$ cat src/rtl/uart_tx_feeder_if.sv
// Producer and transmitter-side signals of the UART TX feeder, bundled for port use.
// slave is the feeder's view; master is the producer/transmitter environment view.
`timescale 1ns/1ps
interface uart_tx_feeder_if #(
  parameter int DEPTH = 16
);
  localparam int CW = $clog2(DEPTH) + 1;

  logic          wr_en;
  logic [7:0]    wr_data;
  logic          full;
  logic          empty;
  logic [CW-1:0] count;
  logic          overflow;
  logic          clr_ovf;
  logic          tx_buffer_empty;
  logic [7:0]    din;
  logic          wrn;

  modport slave (
    input  wr_en, wr_data, clr_ovf, tx_buffer_empty,
    output full, empty, count, overflow, din, wrn
  );

  modport master (
    output wr_en, wr_data, clr_ovf, tx_buffer_empty,
    input  full, empty, count, overflow, din, wrn
  );
endinterface

$ cat src/rtl/uart_tx_feeder.sv
// Byte FIFO feeding a parallel-load UART transmitter: LOAD sets up DIN, STROBE pulses WRN low,
// HOLD waits for the transmitter's buffer-empty flag to drop (or a guard timeout) before the next byte.
`timescale 1ns/1ps
module uart_tx_feeder #(
  parameter int DEPTH     = 16,
  parameter int WRN_WIDTH = 2,
  parameter int GUARD     = 4
) (
  input  logic             clk_i,
  input  logic             rst_i,
  uart_tx_feeder_if.slave  bus
);
  localparam int AW = $clog2(DEPTH);
  localparam int CW = AW + 1;

  typedef enum logic [1:0] {IDLE, LOAD, STROBE, HOLD} state_t;

  state_t        state_q, state_d;
  logic [7:0]    mem_q [DEPTH];
  logic [AW-1:0] wptr_q, wptr_d;
  logic [AW-1:0] rptr_q, rptr_d;
  logic [CW-1:0] count_q, count_d;
  logic          full_q, full_d;
  logic          empty_q, empty_d;
  logic          ovf_q, ovf_d;
  logic [3:0]    cnt_q, cnt_d;
  logic [7:0]    din_q, din_d;
  logic          wrn_q, wrn_d;
  logic          push_ok, push_drop, pop;

  // A pop only ever happens in LOAD, which is entered only when the FIFO is non-empty.
  assign push_ok   = bus.wr_en && !full_q;
  assign push_drop = bus.wr_en && full_q;
  assign pop       = (state_q == LOAD);

  always_comb begin
    wptr_d  = push_ok ? wptr_q + AW'(1) : wptr_q;
    rptr_d  = pop ? rptr_q + AW'(1) : rptr_q;
    count_d = count_q + CW'(push_ok) - CW'(pop);
    full_d  = (count_d == CW'(DEPTH));
    empty_d = (count_d == '0);
    if (push_drop)
      ovf_d = 1'b1;
    else if (bus.clr_ovf)
      ovf_d = 1'b0;
    else
      ovf_d = ovf_q;
  end

  always_ff @(posedge clk_i) begin
    if (push_ok)
      mem_q[wptr_q] <= bus.wr_data;
  end

  always_ff @(posedge clk_i or posedge rst_i) begin
    if (rst_i) begin
      state_q <= IDLE;
      wptr_q  <= '0;
      rptr_q  <= '0;
      count_q <= '0;
      full_q  <= 1'b0;
      empty_q <= 1'b1;
      ovf_q   <= 1'b0;
      cnt_q   <= '0;
      din_q   <= 8'h00;
      wrn_q   <= 1'b1;
    end else begin
      state_q <= state_d;
      wptr_q  <= wptr_d;
      rptr_q  <= rptr_d;
      count_q <= count_d;
      full_q  <= full_d;
      empty_q <= empty_d;
      ovf_q   <= ovf_d;
      cnt_q   <= cnt_d;
      din_q   <= din_d;
      wrn_q   <= wrn_d;
    end
  end

  always_comb begin
    state_d = state_q;
    unique case (state_q)
      IDLE:    if (!empty_q && bus.tx_buffer_empty) state_d = LOAD;
      LOAD:    state_d = STROBE;
      STROBE:  if (cnt_q == '0) state_d = HOLD;
      HOLD:    if (!bus.tx_buffer_empty || cnt_q == '0) state_d = IDLE;
      default: state_d = IDLE;
    endcase
  end

  // DIN is captured on the edge entering LOAD so it has a full cycle of setup before WRN falls.
  always_comb begin
    cnt_d = cnt_q;
    din_d = din_q;
    unique case (state_q)
      IDLE:    if (state_d == LOAD) din_d = mem_q[rptr_q];
      LOAD:    cnt_d = 4'(WRN_WIDTH - 1);
      STROBE:  cnt_d = (cnt_q == '0) ? 4'(GUARD - 1) : cnt_q - 4'd1;
      HOLD:    if (cnt_q != '0) cnt_d = cnt_q - 4'd1;
      default: cnt_d = '0;
    endcase
    wrn_d = (state_d != STROBE);
  end

  assign bus.full     = full_q;
  assign bus.empty    = empty_q;
  assign bus.count    = count_q;
  assign bus.overflow = ovf_q;
  assign bus.din      = din_q;
  assign bus.wrn      = wrn_q;
endmodule

$ cat src/flat_wrapper.sv
// flat-port wrapper written by rule: the top's interface ports become plain ports
module uart_tx_feeder_flat 
#(
  parameter int DEPTH     = 16,
  parameter int WRN_WIDTH = 2,
  parameter int GUARD     = 4
)
  (clk_i, rst_i, bus_wr_en, bus_wr_data, bus_clr_ovf, bus_tx_buffer_empty, bus_full, bus_empty, bus_count, bus_overflow, bus_din, bus_wrn);
  uart_tx_feeder_if #(.DEPTH(DEPTH)) bus_i ();
  input  logic clk_i;
  input  logic rst_i;
  input wire logic [$bits(bus_i.wr_en)-1:0] bus_wr_en;
  input wire logic [$bits(bus_i.wr_data)-1:0] bus_wr_data;
  input wire logic [$bits(bus_i.clr_ovf)-1:0] bus_clr_ovf;
  input wire logic [$bits(bus_i.tx_buffer_empty)-1:0] bus_tx_buffer_empty;
  output wire logic [$bits(bus_i.full)-1:0] bus_full;
  output wire logic [$bits(bus_i.empty)-1:0] bus_empty;
  output wire logic [$bits(bus_i.count)-1:0] bus_count;
  output wire logic [$bits(bus_i.overflow)-1:0] bus_overflow;
  output wire logic [$bits(bus_i.din)-1:0] bus_din;
  output wire logic [$bits(bus_i.wrn)-1:0] bus_wrn;
  assign bus_i.wr_en = bus_wr_en;
  assign bus_i.wr_data = bus_wr_data;
  assign bus_i.clr_ovf = bus_clr_ovf;
  assign bus_i.tx_buffer_empty = bus_tx_buffer_empty;
  assign bus_full = bus_i.full;
  assign bus_empty = bus_i.empty;
  assign bus_count = bus_i.count;
  assign bus_overflow = bus_i.overflow;
  assign bus_din = bus_i.din;
  assign bus_wrn = bus_i.wrn;
  uart_tx_feeder #(.DEPTH(DEPTH), .WRN_WIDTH(WRN_WIDTH), .GUARD(GUARD)) u_core (.clk_i(clk_i), .rst_i(rst_i), .bus(bus_i));
endmodule
$ cat config.mk
export PLATFORM = sky130hd
export DESIGN_NAME = uart_tx_feeder_flat
export DESIGN_NICKNAME = d
export VERILOG_FILES = /design/src/rtl/uart_tx_feeder_if.sv /design/src/rtl/uart_tx_feeder.sv /design/src/flat_wrapper.sv
export SDC_FILE = /design/constraint.sdc
export NUM_CORES = 1
export LEC_CHECK = 0
export BUFFER_PORTS_ARGS = -buffer_cell sky130_fd_sc_hd__buf_2
export CORE_ASPECT_RATIO = 2
export CORE_MARGIN = 3
export CORE_UTILIZATION = 61
export DETAILED_ROUTE_END_ITERATION = 8
export PLACE_DENSITY = 0.79
export SLEW_MARGIN = 0
export SYNTH_ARGS = -nofsm -noshare
export SYNTH_HDL_FRONTEND = slang
export SYNTH_SLANG_ARGS = --single-unit
$ cat constraint.sdc
create_clock -name clk_i -period 3 [get_ports clk_i]
set_input_delay 0.45 -clock clk_i [delete_from_list [all_inputs] [get_ports clk_i]]
set_output_delay 0.45 -clock clk_i [all_outputs]
set_load 0.02 [all_outputs]
After elaboration in Yosys (flattened, before gate mapping):

Memory sizes are Yosys's and may differ from the RTL's. A register that Yosys moved wholly into a read port is not among the register bits.
Cells that the tools add are included.

* output and inout port bits: 17
* bits in read-only memories: 0
* logic and storage cells: 48
* latch bits: 0
* memories: 1
* bits of input ports: 13
* memory bits (writable): 128
* flip-flop bits (word level): 23

* div/mod/pow operators: 0
* muxes and demuxes: 11
* bitwise operators: 0
* reductions and logical operators: 15
* $mul: 0
* add/sub/neg operators: 5
* equal/unequal tests: 7
* shift operators: 0
* magnitude comparators: 0

Memories
* u_core.mem_q: words 16, width 8, rd ports 1, clocked after memory_dff 1, wr ports 1, line uart_tx_feeder.sv:19 `logic [7:0] mem_q [DEPTH];`

Operator list (count)
* 4-bit one-hot mux with 3 select lines: 1
* 4-bit by 1-bit adder with 4-bit output (second input constant): 2
* 4-bit two-way mux: 2
* 2-bit one-hot mux with 4 select lines: 1
* 2-bit two-way mux: 3
* 5-bit by 1-bit adder with 5-bit output: 1
* 5-bit == test (second input constant): 1
* 5-bit logical NOT: 1
* 5-bit by 1-bit subtractor with 5-bit output: 1
* 2-bit by 1-bit == test with 1-bit output (second input constant): 2
* 2-bit == test (second input constant): 2
* 4-bit logical NOT: 1
* 1-bit two-way mux: 4
* 2-bit AND reduction: 2
* 4-bit nonzero test: 1
* 4-bit by 1-bit subtractor with 4-bit output (second input constant): 1
* 1-bit logical AND: 3
* 1-bit logical NOT: 3
* 3-bit nonzero test: 1
* 2-bit logical NOT: 1
* 2-bit by 1-bit inequality test with 1-bit output (second input constant): 1
* 2-bit inequality test (second input constant): 1
* 2-bit nonzero test: 1
* 1-bit logical OR: 1

Depth between registers and ports, before layout:

Gate-level depths: netlist (run 1).

* depth in word-level cells: 6
* depth in mapped cells: 10
* depth with buffers taken out: 10

Least setup slack after synthesis (run 1):

OpenSTA, ideal clock, no wires.

* kind: register to register
* start point: register u_core.state_q[1]
* end point: register u_core.full_q (netlist: u_core.bus.full)
* period minus slack after synthesis: 2.221 ns
* arrival time: 2.155 ns
* data required time: 2.934 ns
* stages on the path, launching flop included: 11
* buffers on the path: 0
* path slack: 0.779 ns
* library setup time: 0.066 ns
* cell sequence: dfrtp_1 > inv_1 > ha_1 > ha_1 > inv_1 > ha_1 > fa_1 > a21o_1 > a21oi_1 > xnor2_1 > and2_1

* longest elaborated chain between the ends: 3

RTL lines
* from (decl): line uart_tx_feeder.sv:18 `state_t state_q, state_d;`
* from (signal assigned): line uart_tx_feeder.sv:68 `state_q <= state_d;`
* 2-bit by 1-bit == test with 1-bit output: line uart_tx_feeder.sv:34 `assign pop = (state_q == LOAD);`
* 5-bit by 1-bit subtractor with 5-bit output: line uart_tx_feeder.sv:39 `count_d = count_q + CW'(push_ok) - CW'(pop);`
* named net u_core.count_d[4]: line uart_tx_feeder.sv:22 `logic [CW-1:0] count_q, count_d;`
* 5-bit == test: line uart_tx_feeder.sv:40 `full_d = (count_d == CW'(DEPTH));`
* named net u_core.full_d: line uart_tx_feeder.sv:23 `logic full_q, full_d;`
* to (signal assigned): line uart_tx_feeder.sv:72 `full_q <= full_d;`
* to (decl): line uart_tx_feeder.sv:23

The timed path passes the listed nets, and every way through them passes these cells.
A chain may end at the register's enable or synchronous reset.

Worst setup path in the final report (run 1):

Same ends and word-level chain as after synthesis.

==> results of run 1 <==
stage by stage:
stage	utilization	hold slack, ns
after floorplan	-	0.493
after global placement	0.652	0.498
after detailed placement	0.652	0.495
after CTS	0.709	0.216
after global routing	0.709	0.253
final	0.709	0.228
cell usage in the layout, fill, tap and decap left out, drive strengths merged, types with 7 or more instances in the layout:
cell type	count
clkbuf	18
and2	18
nand2	22
o21ai	7
inv	22
buf	34
xnor2	8
edfxtp	128
mux2	10
mux4	32
ha	18
a22oi	16
dfrtp	29
critical path, delay by kind of cell, from the launching register on:
kind / cells / cell delay, ns
AOI/OAI and AO/OA: 2 / 0.36
xor gates and xnor gates: 1 / 0.18
adders and majority gates: 4 / 1.12
buffers and inverters: 2 / 0.15
DFF: 1 / 0.37
and+or+nand+nor: 1 / 0.16
power groups by stage:
stage | clock network [uW] | registers [uW] | logic, uW
after floorplan | 0 | 3070 | 1850
after global placement | 0 | 3030 | 2420
after detailed placement | 0 | 3060 | 2500
after CTS | 2210 | 3020 | 2520
after global routing | 2310 | 3060 | 2740
final | 2180 | 3020 | 2500
cell families (layout without fill, tap and decap cells):
family | Yosys count | in the layout | share of synthesized area
buffers and inverters | 30 | 83 | 0.0215
AOI/OAI and AO/OA | 39 | 39 | 0.0407
and+or+nand+nor | 62 | 62 | 0.0536
xor gates and xnor gates | 10 | 10 | 0.0133
DFF | 159 | 159 | 0.702
muxes | 42 | 42 | 0.131
adders and majority gates | 19 | 19 | 0.0373
registers in the layout, indices dropped and copies added (netlist names):
register             cells
u_core.rptr_q            4
u_core.bus.overflow      1
u_core.cnt_q             4
u_core.bus.count         5
u_core.bus.empty         1
u_core.bus.wrn           1
u_core.wptr_q            4
u_core.mem_q           128
u_core.bus.full          1
u_core.state_q           2
u_core.bus.din           8
how the worst max path moves through the flow:
stage / endpoint / depth (start not counted) / slack, ns
after floorplan: u_core.bus.full / 10 / 0.78
after global placement: u_core.bus.full / 10 / 0.69
after detailed placement: u_core.bus.full / 10 / 0.63
after CTS: u_core.bus.full / 10 / 0.60
after global routing: u_core.bus.full / 10 / 0.38
final: u_core.bus.full / 10 / 0.61
area by class of cell:
type | count | area, um2
clock buffers | 18 | 429
clock inverters | 14 | 180
fillers | 649 | 3060
inverters | 17 | 63.8
multi-input cells | 172 | 1820
flip-flops and latches | 159 | 4620
well taps | 137 | 171
repair buffers | 34 | 195
layer usage:
| metal | global-route usage | part of all wire | vias to the layer above |
|---|---|---|---|
| met2 | 0.410 | 0.61 | 62 |
| met3 | 0.0436 | 0.022 | 14 |
| li1 | - | - | 1489 |
| met4 | 0.0877 | 0.018 | 0 |
| met5 | 0 | 0 | - |
| met1 | 0.237 | 0.35 | 1691 |
==> reports/qor.csv, run 1 <==
stage,metric,value,unit
sta,hold_violations,0,
placed_design,portBuffers,29,
critical_path,path_cells,inv_1 -> ha_1 -> ha_1 -> inv_1 -> ha_1 -> fa_1 -> a21o_1 -> a21oi_1 -> xnor2_1 -> and2_1,
critical_path,required,3.35,ns
critical_path,r2r_cells,10,
clocking,cts_buffers,17,
floorplan,fp.dieH,153,um
critical_path,r2r_start,u_core.state_q[1],
logic_synthesis,yosysWarnings,0,
placed_design,placed_area,6870,um2
clocking,clk_latency,0.41,ns
power_and_ir_drop,intPower,5240,uW
detailed_routing,drt-wirelength-per-cell,21.7,um
sta,period_minus_slack,2.39,ns
detailed_routing,drt_iter0_markers,166,
floorplan,ios,30,
power_and_ir_drop,switchingPower,2460,uW
detailed_routing,drt_first_pass_iters,4,
power_and_ir_drop,total_power,7700,uW
layout,syn_to_final_growth,13.7,%
critical_path,cpPeakStageDelay,0.41,ns
floorplan,dieWidth,79.4,um
floorplan,core-area,10500,um2
critical_path,crit_arrival,2.74,ns
detailed_routing,vias,3256,
sta,skew,0.00549,ns
clocking,postCtsSetupBuffers,0,
detailed_routing,vias_per_cell,5.91,
sta,rsz0062_at_grt,false,
power_and_ir_drop,ir_worst_vdd,0.600,mV
logic_synthesis,yosys.area.top_type,edfxtp_1,
critical_path,end_kind,flop,
clocking,cts.reportedPaths.clkPinSlew,0.06,ns
logic_synthesis,ys_types,43,
layout,fin_area,7480,um2
sta,slew_headroom,0.338,
placed_design,hpwl,8420,um
power_and_ir_drop,clkPwrFrac,0.283,
layout,drive_above_1_share,0.273,
critical_path,start_kind,flop,
grt,grt-ovfl-total,0,
floorplan,floorplan.die_area,12100,um2
logic_synthesis,ys_seq_area_frac,0.702,
critical_path,crit_start,u_core.state_q[1],
placed_design,place_inst,519,
power_and_ir_drop,combPwrFrac,0.325,
logic_synthesis,synthesis.area,6580,um2
logic_synthesis,synth_edf_count,128,
logic_synthesis,synthTopCellsByCount,"edfxtp_1 (128), mux4_2 (32), dfrtp_1 (29)",
logic_synthesis,async_flop_share,0.195,
critical_path,worstSetupPathType,reg -> reg,
logic_synthesis,syn-num-nets,393,
flow_run,max-cap-violations,0,
detailed_routing,drcViolationCount,0,
power_and_ir_drop,switching_share,0.319,
logic_synthesis,synth-main-ff-cell,edfxtp_1,
floorplan,start_util,0.624,
worst_hold_path,hold_depth,2,
clocking,hold_buffers,0,
sta,setup_viol,0,
sta,setup_tns,0,ns
sta,tightest_slew,0.992,ns
grt,grt_pass1_vias,3543,
critical_path,cp_slowest_cell,fa_1,
worst_hold_path,hp-start,bus_clr_ovf,
grt,grtUsageTotal,0.221,
layout,fin_nets,433,
status,status,completed,
power_and_ir_drop,power_density,1030,nW/um2
sta,post-route-period-util,0.797,
critical_path,worstReg2RegEnd,u_core.bus.full,
detailed_routing,ant_nets,0,
clocking,cts_buffer_depth,2,
clocking,tritoncts,done,
layout,fin_cells,551,
critical_path,path_max_fanout,6,
worst_hold_path,hold_path.class,in -> reg,
placed_design,dp_slack,0.627,ns
logic_synthesis,ys_top_cells_by_area,"edfxtp_1 (58%), dfrtp_1 (11%), mux4_2 (11%)",
power_and_ir_drop,cellLeakagePower,0.00274,uW
grt,grt_pass1_wl,19300,um
logic_synthesis,postSynthCellCount,361,
grt,antenna_found_initial,0,
logic_synthesis,ys_seq_elements,159,
critical_path,path_common_cell,ha_1,
placed_design,place.gp.congestion,0.783,
grt,grt_max_degree,35,
sta,drv_slew,0,
detailed_routing,wirelength,12000,um
logic_synthesis,avgSynthCellArea,18.2,um2
clocking,cts_resized,0,
worst_hold_path,hold_path_end,u_core.bus.overflow,
power_and_ir_drop,sequentialPowerShare,0.392,
critical_path,reg2reg_slack,0.61,ns
sta,max_freq,418,MHz
clocking,cts_root_buf,clkbuf_16,
floorplan,row_count,53,
clocking,cts_htree_levels,4,
sta,timing.final.ws_setup,0.608,ns
layout,diodes,0,
logic_synthesis,synth_most_common_cell,edfxtp_1,
clocking,cts.sinks,159,
logic_synthesis,yosysTopAreaCellShare,0.584,
(Power assumes the default switching activity.)
==> run 2: changes to the inputs <==
CORE_UTILIZATION = 55   (was 61)
PLACE_DENSITY = 0.75   (was 0.79)
clock period = 2.2 ns   (was 3 ns; I/O delays follow)
==> reports/qor.csv, run 2 (synthesized netlist as in run 1, its figures left out) <==
stage,metric,value,unit
floorplan,core-area,11500,um2
sta,hold_violations,0,
layout,layout_common_cells,"edfxtp_1 (128), mux4_2 (32), buf_2 (29), dfrtp_1 (28), nand2_1 (22)",
critical_path,worstSetupPathType,reg -> reg,
critical_path,reg2reg_slack,0.08,ns
grt,grtUsageTotal,0.198,
floorplan,dieWidth,83.3,um
grt,grt-ovfl-total,0,
sta,slew_headroom,0.547,
critical_path,required,2.56,ns
floorplan,fp.dieH,161,um
grt,grt_pass1_vias,3547,
clocking,cts.reportedPaths.clkPinSlew,0.07,ns
detailed_routing,wirelength,12100,um
sta,rsz0062_at_grt,true,
detailed_routing,vias,3334,
detailed_routing,drcViolationCount,0,
grt,gr-usage-met3,0.0457,
clocking,cts_buffer_depth,2,
clocking,clk_latency,0.42,ns
sta,skew,0.0116,ns
placed_design,place_inst,536,
power_and_ir_drop,total_power,10800,uW
floorplan,row_count,55,
layout,regMostFlops,u_core.mem_q,
layout,diodes,0,
grt,use_met2,0.374,
power_and_ir_drop,power_density,1410,nW/um2
clocking,cts.sinks,159,
critical_path,start_kind,flop,
sta,max_freq,473,MHz
placed_design,place.gp.congestion,0.772,
sta,post-route-period-util,0.962,
placed_design,hpwl,8690,um
grt,busiest_layer,met2,
sta,drv_slew,0,
layout,drive_above_1_share,0.332,
worst_hold_path,hold_path_end,u_core.bus.overflow,
layout,syn_to_final_growth,17.0,%
layout,layout_commonest_cell,edfxtp_1,
floorplan,floorplan.die_area,13400,um2
grt,grt_pass1_wl,19600,um
worst_hold_path,hold_path.class,in -> reg,
clocking,tritoncts,done,
worst_hold_path,hold_depth,2,
layout,post-route-util,0.670,
power_and_ir_drop,cellLeakagePower,0.00283,uW
detailed_routing,drt_first_pass_iters,4,
detailed_routing,drt_iter0_markers,160,
critical_path,crit_arrival,2.48,ns
grt,met1_usage,0.211,
grt,grt_max_degree,35,
layout,fin_cells,573,
detailed_routing,vias_per_cell,5.82,
sta,setup_viol,0,
sta,hold_ws,0.112,ns
critical_path,r2r_cells,10,
critical_path,path_max_fanout,3,
sta,tightest_slew,0.677,ns
critical_path,end_kind,flop,
sta,period_minus_slack,2.12,ns
sta,setup_tns,0,ns
clocking,cts_htree_levels,4,
detailed_routing,drt-wirelength-per-cell,21.2,um
status,status,completed,
layout,largest_reg_flops,128,
floorplan,ios,30,
clocking,cts_buffers,17,
floorplan,start_util,0.573,
worst_hold_path,hp-start,bus_clr_ovf,
grt,antenna_found_initial,0,
critical_path,r2r_start,u_core.state_q[1],
flow_run,max-cap-violations,0,
layout,fin_nets,450,
detailed_routing,ant_nets,0,
critical_path,worstReg2RegEnd,u_core.bus.full,
clocking,cts_root_buf,clkbuf_16,
placed_design,portBuffers,29,
power_and_ir_drop,ir_worst_vdd,0.774,mV
==> run 2: cell types whose count changed in the layout (fill, tap and decap cells not counted), sizes merged <==
cell,previous run,this run
buf,34,50
inv,22,26
bufinv,3,1
clkbuf,18,17
clkinv,4,3
dlygate4sd3,0,1
==> run 2: layout make-up <==
| cell class | instances | area (um2) |
|---|---|---|
| fillers | 734 | 3790 |
| well taps | 142 | 178 |
| multi-input cells | 172 | 1890 |
| clock buffers | 17 | 425 |
| clock inverters | 15 | 168 |
| flip-flops and latches | 159 | 4620 |
| inverters | 17 | 63.8 |
| repair buffers | 51 | 350 |
==> run 2: worst max-delay path by stage <==
stage / start / to / depth (start not counted)
after floorplan: u_core.state_q[1] / u_core.bus.full / 10
final: u_core.state_q[1] / u_core.bus.full / 10
after CTS: u_core.state_q[1] / u_core.bus.full / 10
after detailed placement: u_core.state_q[1] / u_core.bus.full / 10
after global placement: u_core.state_q[0] / u_core.bus.full / 9
after global routing: u_core.state_q[1] / u_core.bus.empty / 9
==> run 2: metal layers <==
layer / part of all wire / wire length, um
met3: 0.030 / 365
met5: 0 / 0
met4: 0.015 / 180
met2: 0.60 / 7250
met1: 0.36 / 4340
==> run 2: per-stage QoR <==
step,area (um2),setup slack [ns]
6_report,7700,0.0844
3_3_place_gp,6990,0.0247
3_5_place_dp,6990,-0.0533
5_1_grt,7700,-0.0298
4_1_cts,7610,0.0278
2_1_floorplan,6580,0.0264
==> run 2: where the power goes <==
group / switching (uW) / total [uW] / leakage [uW] / internal [uW]
clock: 1270 / 2890 / 0.000286 / 1620
sequential: 269 / 4040 / 0.00153 / 3770
combinational: 2050 / 3900 / 0.00101 / 1850
total: 3590 / 10800 / 0.00283 / 7240
==> run 2: critical path: stages, from the launching register on <==
cell and delay, ns:
dfrtp_1 0.37, inv_2 0.06, ha_4 0.16, ha_4 0.25
inv_2 0.04, ha_4 0.15, fa_2 0.36, a21o_1 0.18
a21oi_2 0.18, xnor2_2 0.15, and2_1 0.15
==> run 2: what timing repair did <==
action | in CTS | in global routing
pin swaps | 3 | 8
gates cloned | 0 | 0
resized for setup | 3 | 11
buffers inserted | 0 | 4
hold endpoints to repair | 10 | 0
setup endpoints to repair | 2 | 10
hold buffers | 1 | 0
==> run 3: changes to the inputs <==
CTS_BUF_LIST = sky130_fd_sc_hd__clkbuf_4 sky130_fd_sc_hd__clkbuf_8 sky130_fd_sc_hd__clkbuf_16   (was default)
CTS_CLUSTER_SIZE = 10   (was default)
PLACE_DENSITY = 0.8   (was 0.75)
==> reports/qor.csv, run 3 (synthesized netlist as in run 1, its figures left out) <==
stage,metric,value,unit
status,status,"complete, but fails checks",
status,violations,hold timing,
sta,tightest_slew,0.673,ns
grt,grt_pass1_wl,20200,um
detailed_routing,drt-wirelength-per-cell,22.1,um
critical_path,crit_arrival,2.50,ns
clocking,cts_htree_levels,4,
critical_path,path_common_cell,ha_2,
sta,hold_violations,8,
grt,grt-ovfl-total,0,
sta,setup_viol,0,
power_and_ir_drop,ir_worst_vdd,1.04,mV
layout,layout_common_cells,"edfxtp_1 (128), mux4_2 (32), buf_2 (29), dfrtp_1 (28), nand2_1 (22)",
detailed_routing,drt_first_pass_iters,4,
clocking,clk_latency,0.41,ns
placed_design,hpwl,8520,um
flow_run,max-cap-violations,0,
critical_path,start_kind,flop,
power_and_ir_drop,power_density,1400,nW/um2
layout,regMostFlops,u_core.mem_q,
layout,diodes,0,
grt,grt_max_degree,36,
sta,setup_tns,0,ns
clocking,cts_buffers,17,
worst_hold_path,hold_path.class,in -> async,
sta,period_minus_slack,2.15,ns
sta,skew,0.0116,ns
floorplan,dieWidth,83.3,um
layout,fin_nets,447,
floorplan,floorplan.die_area,13400,um2
critical_path,cpPeakStageDelay,0.38,ns
layout,fin_area,7600,um2
critical_path,worstSetupPathDepth,9,
critical_path,path_cells,ha_2 -> ha_4 -> inv_1 -> ha_2 -> fa_2 -> a21o_1 -> a21oi_2 -> xnor2_2 -> and2_1,
sta,drv_slew,0,
power_and_ir_drop,combPwrFrac,0.355,
grt,grtUsageTotal,0.203,
floorplan,ios,30,
power_and_ir_drop,clkPwrFrac,0.265,
grt,grt_pass1_vias,3625,
clocking,postCtsSetupBuffers,0,
sta,slew_headroom,0.550,
grt,antenna_found_initial,0,
layout,largest_reg_flops,128,
critical_path,r2r_cells,9,
sta,rsz0062_at_grt,true,
sta,hold_ws,-0.0131,ns
power_and_ir_drop,cellLeakagePower,0.00279,uW
detailed_routing,drt_iter0_markers,187,
detailed_routing,ant_nets,0,
critical_path,worstSetupPathType,reg -> reg,
layout,layout_commonest_cell,edfxtp_1,
floorplan,row_count,55,
power_and_ir_drop,switching_share,0.321,
placed_design,portBuffers,29,
placed_design,place.gp.congestion,0.825,
clocking,cts_root_buf,clkbuf_16,
clocking,tritoncts,done,
critical_path,cp_slowest_cell,dfrtp_1,
critical_path,path_max_fanout,3,
sta,max_freq,465,MHz
floorplan,fp.dieH,161,um
critical_path,end_kind,flop,
detailed_routing,vias_per_cell,5.86,
critical_path,reg2reg_slack,0.05,ns
clocking,cts_buffer_depth,2,
floorplan,start_util,0.573,
critical_path,crit_family,adder cells,
clocking,hold_buffers,0,
critical_path,required,2.56,ns
power_and_ir_drop,switchingPower,3420,uW
placed_design,placed_area,7000,um2
power_and_ir_drop,intPower,7240,uW
detailed_routing,drcViolationCount,0,
clocking,cts.sinks,159,
power_and_ir_drop,sequentialPowerShare,0.380,
layout,syn_to_final_growth,15.5,%
layout,drive_above_1_share,0.314,
floorplan,core-area,11500,um2
detailed_routing,wirelength,12600,um
detailed_routing,vias,3334,
critical_path,critical_path_buf_inv_count,1,
sta,post-route-period-util,0.977,
clocking,cts.reportedPaths.clkPinSlew,0.06,ns
==> run 3: final timing paths <==
kind	start	to
max	u_core.state_q[0]	u_core.bus.full
min	rst_i	u_core.bus.overflow
max reg2reg	u_core.state_q[0]	u_core.bus.full
min reg2reg	u_core.bus.full	u_core.bus.overflow
max in group asynchronous	rst_i	u_core.bus.din[3]
min in group clk_i	bus_clr_ovf	u_core.bus.overflow
==> run 3: metrics by stage <==
| stage | worst slack [ns] | instances | total power [uW] | utilization | hold slack (ns) |
|---|---|---|---|---|---|
| after floorplan | 0.0264 | 361 | 6720 | - | 0.429 |
| after global placement | 0.0335 | 538 | 7580 | 0.609 | 0.440 |
| after detailed placement | -0.0341 | 538 | 7750 | 0.609 | 0.448 |
| after CTS | 0.00673 | 569 | 10600 | 0.659 | 0.00673 |
| after global routing | -0.0277 | 569 | 11200 | 0.662 | 0.0411 |
| final | 0.0515 | 569 | 10700 | 0.662 | -0.0131 |
==> run 3: final cells by class <==
cell class	count	area (um2)
flip-flops and latches	159	4620
clock inverters	10	113
inverters	17	63.8
multi-input cells	172	1860
well taps	142	178
clock buffers	21	455
fillers	752	3890
repair buffers	48	313
==> run 3: power groups by stage <==
| stage | clock, uW | sequential, uW | combinational [uW] |
|---|---|---|---|
| final | 2820 | 4050 | 3780 |
| after global routing | 2990 | 4110 | 4110 |
| after CTS | 2860 | 4050 | 3740 |
| after detailed placement | 0 | 4100 | 3650 |
| after global placement | 0 | 4060 | 3520 |
| after floorplan | 0 | 4190 | 2530 |
==> run 3: repair_timing <==
action,in CTS,in global routing
cloned,0,0
pin swaps,1,4
endpoints found under the setup margin,2,6
resized for setup,2,6
==> run 3: worst register-to-register path, cell delays in order, from the launching register on <==
cell and delay [ns]:
dfrtp_1 0.38, ha_2 0.21, ha_4 0.26, inv_1 0.04
ha_2 0.19, fa_2 0.37, a21o_1 0.18, a21oi_2 0.18
xnor2_2 0.15, and2_1 0.15
==> run 3: routing by layer <==
layer | global-route usage | vias to the layer above | routed length [um]
li1 | - | 1508 | -
met3 | 0.0400 | 18 | 389
met5 | 0 | - | 0
met4 | 0.0751 | 0 | 228
met1 | 0.217 | 1728 | 4350
met2 | 0.389 | 80 | 7630
